--- src/rtl/pipelined_memory.sv ---
// Single-port word memory with valid/ready request and response channels,
// byte-lane writes, fixed read latency, credit-limited response FIFO and zeroing after reset.
//
// state  | meaning
// S_IDLE | one-cycle hold after reset when no clear is wanted
// S_INIT | zeroing one word per cycle, requests blocked
// S_RUN  | memory usable, requests accepted against credits
module pipelined_memory #(
  parameter int WIDTH       = 16,
  parameter int DEPTH       = 64,
  parameter int ADDR_WIDTH  = $clog2(DEPTH),
  parameter int RD_LAT      = 2,
  parameter int INIT_ON_RST = 1
) (
  input  logic                  clk,
  input  logic                  rst,
  input  logic                  req_valid,
  output logic                  req_ready,
  input  logic                  req_wr,
  input  logic [ADDR_WIDTH-1:0] req_addr,
  input  logic [WIDTH-1:0]      req_wdata,
  input  logic [WIDTH/8-1:0]    req_be,
  output logic                  rsp_valid,
  input  logic                  rsp_ready,
  output logic [WIDTH-1:0]      rsp_rdata,
  output logic                  rsp_err,
  output logic                  init_done
);

  localparam int NB     = WIDTH / 8;
  localparam int FD     = RD_LAT + 1;
  localparam int FIW    = (FD > 1) ? $clog2(FD) : 1;
  localparam int FPW    = $clog2(FD + 1);
  localparam int PIPE_N = (RD_LAT > 1) ? RD_LAT - 1 : 1;
  localparam logic [ADDR_WIDTH:0] DEPTH_W = (ADDR_WIDTH + 1)'(DEPTH);

  typedef enum logic [1:0] {S_IDLE, S_INIT, S_RUN} state_t;

  state_t                r_state, w_state_nxt;
  logic [ADDR_WIDTH-1:0] r_init_addr;
  logic                  w_init_last;

  logic [WIDTH-1:0]      r_mem [DEPTH];

  logic                  w_acc, w_pop, w_err;
  logic [WIDTH-1:0]      w_acc_data;
  logic [FPW-1:0]        r_out;

  logic                  r_pv [PIPE_N];
  logic                  r_pe [PIPE_N];
  logic [WIDTH-1:0]      r_pd [PIPE_N];
  logic                  w_push_v, w_push_e;
  logic [WIDTH-1:0]      w_push_d;

  logic [WIDTH-1:0]      r_fd [FD];
  logic                  r_fe [FD];
  logic [FIW-1:0]        r_wp, r_rp;
  logic [FPW-1:0]        r_cnt;

  function automatic logic [FIW-1:0] ptr_inc(input logic [FIW-1:0] p);
    return (p == FIW'(FD - 1)) ? '0 : p + 1'b1;
  endfunction

  assign w_init_last = (r_init_addr == ADDR_WIDTH'(DEPTH - 1));

  always_ff @(posedge clk) begin
    if (rst) r_state <= (INIT_ON_RST != 0) ? S_INIT : S_IDLE;
    else     r_state <= w_state_nxt;
  end

  always_comb begin
    w_state_nxt = r_state;
    case (r_state)
      S_IDLE:  w_state_nxt = S_RUN;
      S_INIT:  if (w_init_last) w_state_nxt = S_RUN;
      S_RUN:   w_state_nxt = S_RUN;
      default: w_state_nxt = S_IDLE;
    endcase
  end

  always_ff @(posedge clk) begin
    if (rst)                    r_init_addr <= '0;
    else if (r_state == S_INIT) r_init_addr <= r_init_addr + 1'b1;
  end

  assign init_done  = (r_state == S_RUN);
  assign req_ready  = (r_state == S_RUN) && (r_out < FPW'(FD));
  assign w_acc      = req_valid && req_ready && !rst;
  assign w_pop      = rsp_valid && rsp_ready;
  assign w_err      = ({1'b0, req_addr} >= DEPTH_W);
  assign w_acc_data = (req_wr || w_err) ? '0 : r_mem[req_addr];

  // Out-of-range writes are dropped here rather than wrapped onto a real word.
  always_ff @(posedge clk) begin
    if (!rst && r_state == S_INIT) begin
      r_mem[r_init_addr] <= '0;
    end else if (w_acc && req_wr && !w_err) begin
      for (int b = 0; b < NB; b++)
        if (req_be[b]) r_mem[req_addr][8*b +: 8] <= req_wdata[8*b +: 8];
    end
  end

  always_ff @(posedge clk) begin
    if (rst) begin
      r_out <= '0;
    end else begin
      case ({w_acc, w_pop})
        2'b10:   r_out <= r_out + 1'b1;
        2'b01:   r_out <= r_out - 1'b1;
        default: r_out <= r_out;
      endcase
    end
  end

  always_ff @(posedge clk) begin
    if (rst) begin
      for (int i = 0; i < PIPE_N; i++) r_pv[i] <= 1'b0;
    end else begin
      r_pv[0] <= w_acc;
      r_pe[0] <= w_err;
      r_pd[0] <= w_acc_data;
      for (int i = 1; i < PIPE_N; i++) begin
        r_pv[i] <= r_pv[i-1];
        r_pe[i] <= r_pe[i-1];
        r_pd[i] <= r_pd[i-1];
      end
    end
  end

  // With single-cycle latency the accepted result goes straight into the FIFO.
  assign w_push_v = (RD_LAT == 1) ? w_acc      : r_pv[PIPE_N-1];
  assign w_push_e = (RD_LAT == 1) ? w_err      : r_pe[PIPE_N-1];
  assign w_push_d = (RD_LAT == 1) ? w_acc_data : r_pd[PIPE_N-1];

  always_ff @(posedge clk) begin
    if (rst) begin
      r_wp  <= '0;
      r_rp  <= '0;
      r_cnt <= '0;
    end else begin
      if (w_push_v) begin
        r_fd[r_wp] <= w_push_d;
        r_fe[r_wp] <= w_push_e;
        r_wp       <= ptr_inc(r_wp);
      end
      if (w_pop) r_rp <= ptr_inc(r_rp);
      case ({w_push_v, w_pop})
        2'b10:   r_cnt <= r_cnt + 1'b1;
        2'b01:   r_cnt <= r_cnt - 1'b1;
        default: r_cnt <= r_cnt;
      endcase
    end
  end

  assign rsp_valid = (r_cnt != '0);
  assign rsp_rdata = rsp_valid ? r_fd[r_rp] : '0;
  assign rsp_err   = rsp_valid && r_fe[r_rp];

endmodule

--- config.mk ---
export PLATFORM = sky130hd
export DESIGN_NAME = pipelined_memory
export DESIGN_NICKNAME = d
export VERILOG_FILES = /design/src/rtl/pipelined_memory.sv
export SDC_FILE = /design/constraint.sdc
export NUM_CORES = 1
export LEC_CHECK = 0
export BUFFER_PORTS_ARGS = -buffer_cell sky130_fd_sc_hd__buf_4
export CORE_ASPECT_RATIO = 0.8
export CORE_MARGIN = 2
export CORE_UTILIZATION = 60
export CTS_CLUSTER_SIZE = 25
export DETAILED_ROUTE_END_ITERATION = 7
export GPL_TIMING_DRIVEN = 0
export PLACE_DENSITY = 0.81
export SLEW_MARGIN = 10
export SYNTH_ARGS = -nofsm -noshare
export SYNTH_HDL_FRONTEND = slang
export SYNTH_SLANG_ARGS = --single-unit
--- constraint.sdc ---
create_clock -name clk -period 4 [get_ports clk]
set_clock_uncertainty 0.2 [all_clocks]
set_input_delay 0.8 -clock clk [delete_from_list [all_inputs] [get_ports clk]]
set_output_delay 0.8 -clock clk [all_outputs]
set_load 0.02 [all_outputs]
Yosys cells after proc, flatten, opt, wreduce, memory -nomap -nowiden:

Memories as Yosys holds them, arrays and structs flattened. A register that Yosys moved wholly into a read port is not among the register bits.
Cells that the tools add are included.

* reductions and logical operators: 15
* $add $sub $neg: 7
* multiplexer cells: 33
* magnitude comparators: 1
* eq/ne operators: 10

Operators by type and width (number)
* $mux W16: 3
* $mux W1: 18
* $mux W2: 8
* $reduce_or A16 Y1: 1
* $pmux W2 S2: 3
* $eq A2 B2 Y1 const B: 5
* $add A2 B1 Y2 const B: 4
* $logic_and A1 B1 Y1: 7
* $add A6 B1 Y6 const B: 1
* $eq A2 B1 Y1 const B: 3
* $eq A6 B6 Y1 const B: 1
* $mux W6: 1
* $reduce_bool A2 Y1: 3
* $sub A2 B1 Y2 const B: 2
* $logic_not A2 Y1: 1
* $lt A2 B2 Y1 const B: 1
* $ne A2 B2 Y1 const B: 1
* $reduce_or A2 Y1: 1
* $logic_not A1 Y1: 1
* $reduce_or A1 Y1: 1

* output and inout bits: 20
* bits in writable memories: 1092
* register bits: 16
* word-level logic and storage cells: 77
* input port bits: 29
* memories: 5

Memories
* r_mem: words 64, width 16, rd ports 1, clocked after Yosys merged registers in 0, wr ports 1, line 43 `logic [WIDTH-1:0] r_mem [DEPTH];`
* r_fd: words 3, width 16, rd ports 1, clocked after Yosys merged registers in 1, wr ports 1, line 55 `logic [WIDTH-1:0] r_fd [FD];`
* r_pd: words 1, width 16, rd ports 1, clocked after Yosys merged registers in 0, wr ports 1, line 51 `logic [WIDTH-1:0] r_pd [PIPE_N];`
* r_fe: words 3, width 1, rd ports 1, clocked after Yosys merged registers in 1, wr ports 1, line 56 `logic r_fe [FD];`
* r_pv: words 1, width 1, rd ports 1, clocked after Yosys merged registers in 0, wr ports 1, line 49 `logic r_pv [PIPE_N];`

Depth between registers and ports, before layout:

Gate-level depths: netlist of run 1.

* depth after elaboration: 10
* mapped depth: 9
* mapped depth without buffers: 7

Worst setup path before layout of run 1:

OpenSTA, ideal clock, no wires.

* kind: input -> register
* start: input rst
* end: memory r_mem[62][0] (enable)
* path buffers: 3
* data required time: 3417 ps
* slack: 790 ps
* data arrival time: 2626 ps
* cell stages on the path: 8
* cells stage by stage: buf_6 > nor2b_4 > and4_4 > buf_2 > nand3_1 > a22o_1 > buf_2 > nor3_1

* longest elaborated chain between the ends: 8

Ends and longest elaborated chain
* start, declared: line 16 `input logic rst,`
* $logic_not A1 Y1 (*): line 88, 95
* $logic_and A1 B1 Y1: line 88 `assign w_acc = req_valid && req_ready && !rst;`
* $logic_and A1 B1 Y1: line 97 `end else if (w_acc && req_wr && !w_err) begin`
* $mux W1: line 97
* $mux W1: line 95 `if (!rst && r_state == S_INIT) begin`
* $mux W1 (not written as such): line 99 `if (req_be[b]) r_mem[req_addr][8*b +: 8] <= req_wdata[8*b +: 8];`
* $reduce_or A16 Y1 (no line)
* $mux W6 (no line) / $mux W2 (equally long branches)
* end, declared: line 43

Mark *: on every way between the ends. The rest lies on a longest branch, timed or not.

Worst setup path after layout of run 1:

* start: input req_addr[1]
* end: memory r_pd[0][13] (data pin)

* longest elaborated chain between the ends: 2

Ends and longest elaborated chain
* start, declared: line 20 `input logic [ADDR_WIDTH-1:0] req_addr,`
* $mem_v2 Z64 W16
* $mux W16: line 91 `assign w_acc_data = (req_wr || w_err) ? '0 : r_mem[req_addr];`
* end, declared: line 51

Every way passes these cells.

==> summary.md, run 1 <==
The flow ran to the end, but the final reports show violations. The checks that failed: negative setup slack. The cell with the most instances after synthesis was edfxtp_1. The final number of hold-violating endpoints came out at 0. The signed area change from the synthesized netlist to the final layout works out to 12.7%. The worst-case reg-to-reg path depth is 6.

The first routing iteration left 4063 violations. The worst hold path passes through 2 cells. In the final routed layout, each cell accounts on average for 37.4 um.

After routing, the total negative slack on setup checks comes to -359 ps. The startpoint of the most critical register-to-register path was r_state[1]$_SDFFE_PP0P_. Yosys attributes the largest share of cell area to edfxtp_1 (75%), mux4_2 (13%), mux2i_1 (2.1%). After detailed routing, the number of remaining DRC violations is 0. STA classifies the critical path endpoint as a register.

The class of the most critical setup path was in2reg. The register bit total from synthesis came out at 1107. The cell area after technology mapping was 43500 sq um. The destination of the worst hold path is r_init_addr[5]$_SDFFE_PP0N_. Counting the fill cells in the layout gives 4273. The slack of the worst reg-to-reg path was 80 ps; the height of the chip was 245 um.

In this run the power density over the cells is 469 nW/um^2. The post-synthesis cell type with the largest combined area was edfxtp_1. In this run the horizontal extent of the chip is 305 um. Of the available clock period, the critical path in the final layout requires 106%. The die covers 74700 sq um. At the pin with the least slew margin, the transition time is 1350 ps. The tools report the number of global-route vias before repair as 23100.

The most used flip-flop cell after synthesis is edfxtp_1. The tools report the least setup slack across all paths after layout as -229 ps. For this configuration, the core starts out at a cell density of 60.5%.

The routed layout has 23900 vias. For the finished layout, the period the worst path requires is 4230 ps. The logs give 1107 for the count of clock tree sinks and 79.6 mm for the final HPWL from detailed placement.

The endpoint of the worst register-to-register path was r_mem[40][13]$_DFFE_PP_. At the end of the flow, the number of nets in the layout was 2278. Entering global routing, the biggest net connects 45 pins. The logs give 0 for the reported max-cap violation count and 2075 for the post-synthesis instance total. Setup repair after global routing left no endpoint under its margin.

The placed instance count is 3089. The signal on the critical path passes through buf_4, buf_4, buf_2, nand3b_1, clkbuf_1, o22ai_1, a211oi_1, nand3_1, nand2_1. For the level count of the clock H-tree, the log shows 3. The number of enable flip-flop cells after synthesis was 1088; the average cell area after synthesis was 21.0 sq um. Number of top-level design ports: 49.

Summed over all layers, the routed wires come to 122 mm. The worst-case IR drop observed on VDD is 0.381 mV. Type of element launching the critical path: a primary input. For the static power due to leakage, the log shows 17.8 nW. The post-route netlist has 31.6% of its cells at a drive strength greater than 1. Data arrives at the worst endpoint at 4480 ps. Number of port buffers: 45.

The worst hold path startpoint was rst. For this run, the top clock speed supported by timing is 236 MHz. The initial antenna violation count is 3. The share of the synthesized area in the top cell type came out at 75.1%.

In this run, distinct cell masters in the synthesized netlist total 55. The count of cells in the finished layout, fillers not included, comes to 3272. After synthesis, the share of flip-flops with an asynchronous set or reset is 0%. The design draws 23.0 mW.

Combined global-route utilization of all metal layers: 32.9%. The antenna diode instance count is 0, and the critical-path maximum fanout is 10. Counting every net in the synthesized netlist gives 2107. The run gives 0 as the number of pins with negative max-slew slack in the final report. The pre-antenna-repair detailed-routing pass consisted of 8 iterations.

The instance area at placement is 45700 sq um. CTS placed an instance of clkbuf_16 at the clock tree root. The worst hold path belongs to the class in2reg. On the critical path, the stage with the largest delay is an instance of clkbuf_1.

For the remaining global-route overflow, the log shows 0. For this run, the number of Yosys warnings is 0. The clock passes through at most 3 buffers. Count of standard-cell rows: 88. Summing all non-filler instances in the final layout gives an area of 49100 sq um. The routed via count divided by cell count was 7.31; the insertion delay to the later sink of the worst-skew pair was 700 ps. The buffers inserted during post-CTS setup optimization was 0.

The final core utilization was 68.3%. By count the netlist is led by edfxtp_1 (1088), mux4_2 (256), nor3_1 (102). The run gives 100 as the number of buffers created by CTS. The largest incremental delay on the critical path is 770 ps, and the sequential-to-total area share from yosys stat is 75.9%. The worst pin sits at a relative slew slack of 9.61%. TritonCTS built the clock tree.

The run gives 71900 sq um as the area inside the core boundary. The most numerous cell type found on the critical path is buf_4. The run gives 0 as the post-detailed-route count of antenna-violating nets.

Clock-pin slew was measured on the worst setup and hold paths at 70 ps. Routability-driven placement finished with a final weighted congestion of 1.02. The logs give 4250 ps for the required time reported for the critical path endpoint and 170 mm for the first-pass GRT wire length. The run gives 2 as the final-report setup violation count.
## per-stage QoR
step	worst slack [ps]	hold slack [ps]
floorplan	790	237
global placement	-629	256
detailed placement	-613	264
CTS	108	167
global route	65.2	181
finish	-229	184
## power breakdown
group | internal (mW) | total, mW | switching [mW]
Clock | 5.14 | 9.35 | 4.20
Sequential | 12.6 | 12.6 | 0.0286
Combinational | 0.282 | 1.01 | 0.723
Total | 18.0 | 23.0 | 4.96
## layout by cell type, fill, tap and decap left out, types with 6 or more instances in the layout
cell / n
a211oi_1: 18
a21oi_1: 41
a22o_1: 10
and3_2: 16
buf_1: 8
buf_12: 16
buf_2: 57
buf_4: 75
buf_6: 22
bufinv_16: 7
clkbuf_1: 48
clkbuf_16: 101
clkinv_1: 27
clkinv_2: 16
dfxtp_1: 19
edfxtp_1: 1088
inv_1: 9
mux2i_1: 90
mux4_2: 256
nand2_1: 40
nand3_1: 25
nor2_1: 45
nor3_2: 129
o22ai_1: 54
o41ai_1: 6
xnor2_1: 7
## cells by family (layout without fill, tap and decap cells)
kind of cell / after synthesis / in the layout / synth area share (%)
mux: 346 / 346 / 15.3
xor+xnor: 9 / 9 / 0.181
compound gates: 158 / 158 / 2.45
other cells: 1 / 1 / 0.00862
flops: 1107 / 1107 / 75.9
simple gates: 305 / 305 / 4.06
buf+inv: 146 / 398 / 1.97
fa+ha+maj: 3 / 3 / 0.0862
## cell type report
cell class / instances / area, sq um / area share, %
clock inverters: 59 / 479 / 0.977
multi-input cells: 822 / 10100 / 20.6
plain buffers: 137 / 826 / 1.68
repair buffers: 69 / 726 / 1.48
well taps: 945 / 1180 / 2.41
clock buffers: 124 / 2640 / 5.39
flip-flops and latches: 1107 / 33100 / 67.4
inverters: 9 / 33.8 / 0.0688
## how the worst max path moves through the flow
stage                startpoint                   endpoint  slack, ps  depth (start not counted)
global placement    req_addr[2]     r_mem[41][3]$_DFFE_PP_       -630                          8
detailed placement  req_addr[2]    r_mem[56][13]$_DFFE_PP_       -610                          8
CTS                 req_addr[2]    r_mem[57][10]$_DFFE_PP_        110                          8
floorplan                   rst     r_mem[62][0]$_DFFE_PP_        790                          8
global route        req_addr[1]  r_pd[0][13]$_SDFFCE_PP0N_         70                          9
finish              req_addr[1]  r_pd[0][13]$_SDFFCE_PP0N_       -230                          9
## metal layers
metal	GRT usage [%]	share of wire [%]	routed length (um)	vias to the layer above
li1	-	-	-	9025
met1	44.5	34	41500	12200
met2	47.4	44	53700	2287
met3	14.2	17	20800	414
met4	14.0	5.1	6200	4
met5	0	0.022	27	-
## sequential cells by signal (all words and copies together) (netlist names), named ones only
signal,count
r_pv,1
r_mem,1024
r_pd,16
r_fd,48
r_init_addr,6
r_out,2
r_wp,2
r_state,2
r_cnt,2
r_rp,2
## critical path, delay by kind of cell
family / cells / cell delay, ps
AND/OR/NAND/NOR: 3 / 1300
AO/OA/AOI/OAI: 2 / 790
buffers and inverters: 4 / 1580
## repair_timing
item | CTS | global route
endpoints found under the hold margin | 0 | 0
resized for setup | 1 | 0
endpoints found under the setup margin | 8 | 0
hold buffers | 0 | 0
Power figures use the tool's default switching activity.
==> run 2: changes to the inputs <==
SETUP_SLACK_MARGIN = 0.1   (was unset)
==> run 2 against run 1 <==
Compared with the run above:
- cell count unchanged
- highest routed layer unchanged
- critical endpoint is now r_mem[40][11]$_DFFE_PP_
- non-clock buffer count stayed put
- power hardly changed
- cell area hardly changed
- via count is 0.15% higher
- first-iteration DRC count about the same
- the flow now finishes without violations
- fmax is 6.6% higher
==> summary.md, run 2 (synthesis gave the netlist of run 1 again) <==
The maximum clock insertion buffer count came out at 3 (unchanged). The worst register-to-register path begins at r_out[0]$_SDFFE_PP0P_. The logs give 100 (unchanged) for the number of buffers created by CTS and 0 (unchanged) for the reported max-cap violation count. The CTS clock-pin slew for the worst setup and hold paths is 70 ps (about the same), and the largest incremental delay on the critical path is 1120 ps (+350 ps). The tools report the count of standard-cell rows as 88 (unchanged). The run gives 0 (unchanged) as the number of hold buffers added after CTS. The logs give 50 ps (-30 ps) for the slack of the worst reg-to-reg path and 0 (unchanged) for the post-detailed-route count of antenna-violating nets. The weighted congestion reported at the end of routability-driven placement is 1.02 (unchanged). The worst hold path begins at rst.

Traced cell by cell, the critical path runs through buf_4, buf_4, buf_4, buf_2, nand3_1, o211ai_2, buf_2, nor3_1. The part of the cycle the worst path needs is 99.2% (-6.5 points), and the final HPWL from detailed placement is 79.6 mm (unchanged). The cell at the slowest stage of the critical path is nor3_1. The tools report the initial antenna violation count as 3 (unchanged). The largest registers in the layout are r_mem (1024), r_fd (48), r_pd (16). For the insertion delay to the later sink of the worst-skew pair, the log shows 700 ps (about the same). The cell repeated most along the worst path was buf_4.

The buffers inserted during post-CTS setup optimization came out at 0 (unchanged). In the layout the commonest cells are edfxtp_1 (1088), mux4_2 (256), nor3_2 (129). The actual transition at the worst max-transition pin was 1390 ps (+42.4 ps).

The number of cells on the worst hold path was 2 (unchanged). The worst-case reg-to-reg path depth came out at 7 (+1). For the final core utilization, the log shows 68.3% (about the same). Routed via count divided by cell count: 7.32 (+0.15%).

Number of global-route vias before repair: 23100 (unchanged). The tools report the area inside the core boundary as 71900 sq um (unchanged). The number of pins with negative max-slew slack in the final report is 0 (unchanged), and the critical-path maximum fanout is 10 (unchanged). Number of flip-flops in the largest register: 1024 (unchanged). For the number of inserted filler cells in the final layout, the log shows 4273 (unchanged).

The number of port buffers was 45 (unchanged). The run gives 49 (unchanged) as the number of top-level design ports. By startpoint and endpoint, the worst setup path is classified as in2reg. The final number of hold-violating endpoints came out at 0 (unchanged). TritonCTS built the clock tree.

The shortest period the worst path allows is 3970 ps (-262 ps). The height of the chip works out to 245 um (unchanged). The tools report the endpoint of the worst register-to-register path as r_mem[40][11]$_DFFE_PP_. The layout cell share with drive strength beyond 1 works out to 31.6% (+0.043 points).

The number of iterations in the first detailed-routing pass was 6 (-2); the DRC violation count after routing was 0 (unchanged). The power density over the cells was 469 nW/um^2 (about the same); the relative slew slack was 6.76% (-2.8 points). The worst path arrival time is 4050 ps (-430 ps).

The starting DRC count in detailed routing was 4060 (-0.074%); the die span in x was 305 um (unchanged). The via count came out at 23900 (+0.15%). The critical path capture point type is a register.

The logs give 0.381 mV (about the same) for the worst IR drop on VDD and 45 (unchanged) for the pin count of the biggest net entering global routing. The type of element launching the critical path is a primary input. The run gives 0 (-2) as the final-report setup violation count. The run finished with clean final reports. The initial core utilization was 60.5% (unchanged). The worst hold path terminates at r_init_addr[5]$_SDFFE_PP0N_. The layout net count came out at 2278 (unchanged). In this run the worst hold path is classified as in2reg. The antenna diode instance count was 0 (unchanged). The signed area change from the synthesized netlist to the final layout is 12.7% (about the same). The register with the highest flop count was r_mem.

The remaining global-route overflow came out at 0 (unchanged). The static power due to leakage is 17.9 nW (about the same). The run gives 4080 ps (-170 ps) as the required time reported for the critical path endpoint. The average wire per standard cell was 37.4 um (about the same). Setup repair after global routing left no endpoint under its margin. The level count of the clock H-tree is 3 (unchanged), and the count of clock tree sinks is 1107 (unchanged). The most common cell after layout, fill and taps aside was edfxtp_1. The worst hold-check slack came out at 180 ps (-3.96 ps).

The cell at the root of the clock tree is clkbuf_16. The post-cts repair resize count is 1 (unchanged), and the first-pass GRT wire length is 170 mm (unchanged). The total die area was 74700 sq um (unchanged). The peak clock frequency supported by timing is 252 MHz (+6.6%), and the combined global-route utilization of all metal layers is 32.9% (unchanged). For the total wire length, the log shows 122 mm (about the same).
run 2: cell counts in the layout (fill, tap and decap cells not counted):
No cell type changed its count.
run 2: worst max-delay path by stage:
stage,from,depth (start not counted),slack [ps],endpoint
global placement,req_addr[2],8,-630,r_mem[41][3]$_DFFE_PP_
floorplan,rst,8,790,r_mem[62][0]$_DFFE_PP_
finish,req_addr[2],8,30,r_mem[40][11]$_DFFE_PP_
detailed placement,req_addr[2],8,-610,r_mem[56][13]$_DFFE_PP_
global route,r_out[0]$_SDFFE_PP0P_,7,120,r_mem[40][11]$_DFFE_PP_
CTS,req_addr[2],8,110,r_mem[57][10]$_DFFE_PP_
run 2: layout make-up:
class / instances / area (sq um) / share of cell area [%]
inverters: 9 / 33.8 / 0.0688
multi-input cells: 822 / 10100 / 20.6
clock buffers: 124 / 2640 / 5.39
plain buffers: 137 / 827 / 1.69
well taps: 945 / 1180 / 2.41
repair buffers: 69 / 726 / 1.48
flip-flops and latches: 1107 / 33100 / 67.4
clock inverters: 59 / 479 / 0.977
run 2: power breakdown:
group,switching (mW),leakage [nW],total [mW],internal [mW]
Clock,4.22,1.53,9.36,5.14
Sequential,0.0282,12.5,12.6,12.6
Combinational,0.725,3.87,1.01,0.282
run 2: per-layer routing:
layer  up-vias  global-route usage [%]  part of all wire, %
li1       9033                       -                    -
met1     12200                    44.5                   34
met2      2251                    47.4                   44
met3       419                    14.2                   17
met4         6                    14.0                  5.0
met5         -                       0                0.054
run 2: worst max-delay path, delay by kind of cell:
kind / cells / cell delay [ps]
compound gates: 1 / 440
buf+inv: 5 / 1350
simple gates: 2 / 1420
run 2: through the flow:
stage	cell area (sq um)	std cells	total power, mW	worst slack [ps]	TNS, ps
final	49100	3272	23.0	32.7	0
after global routing	49100	3272	23.4	125	0
after CTS	48900	3272	22.9	108	0
after detailed placement	45700	3089	13.8	-613	-111540
after global placement	45000	3065	13.8	-629	-426880
after floorplan	43500	2075	13.4	790	0
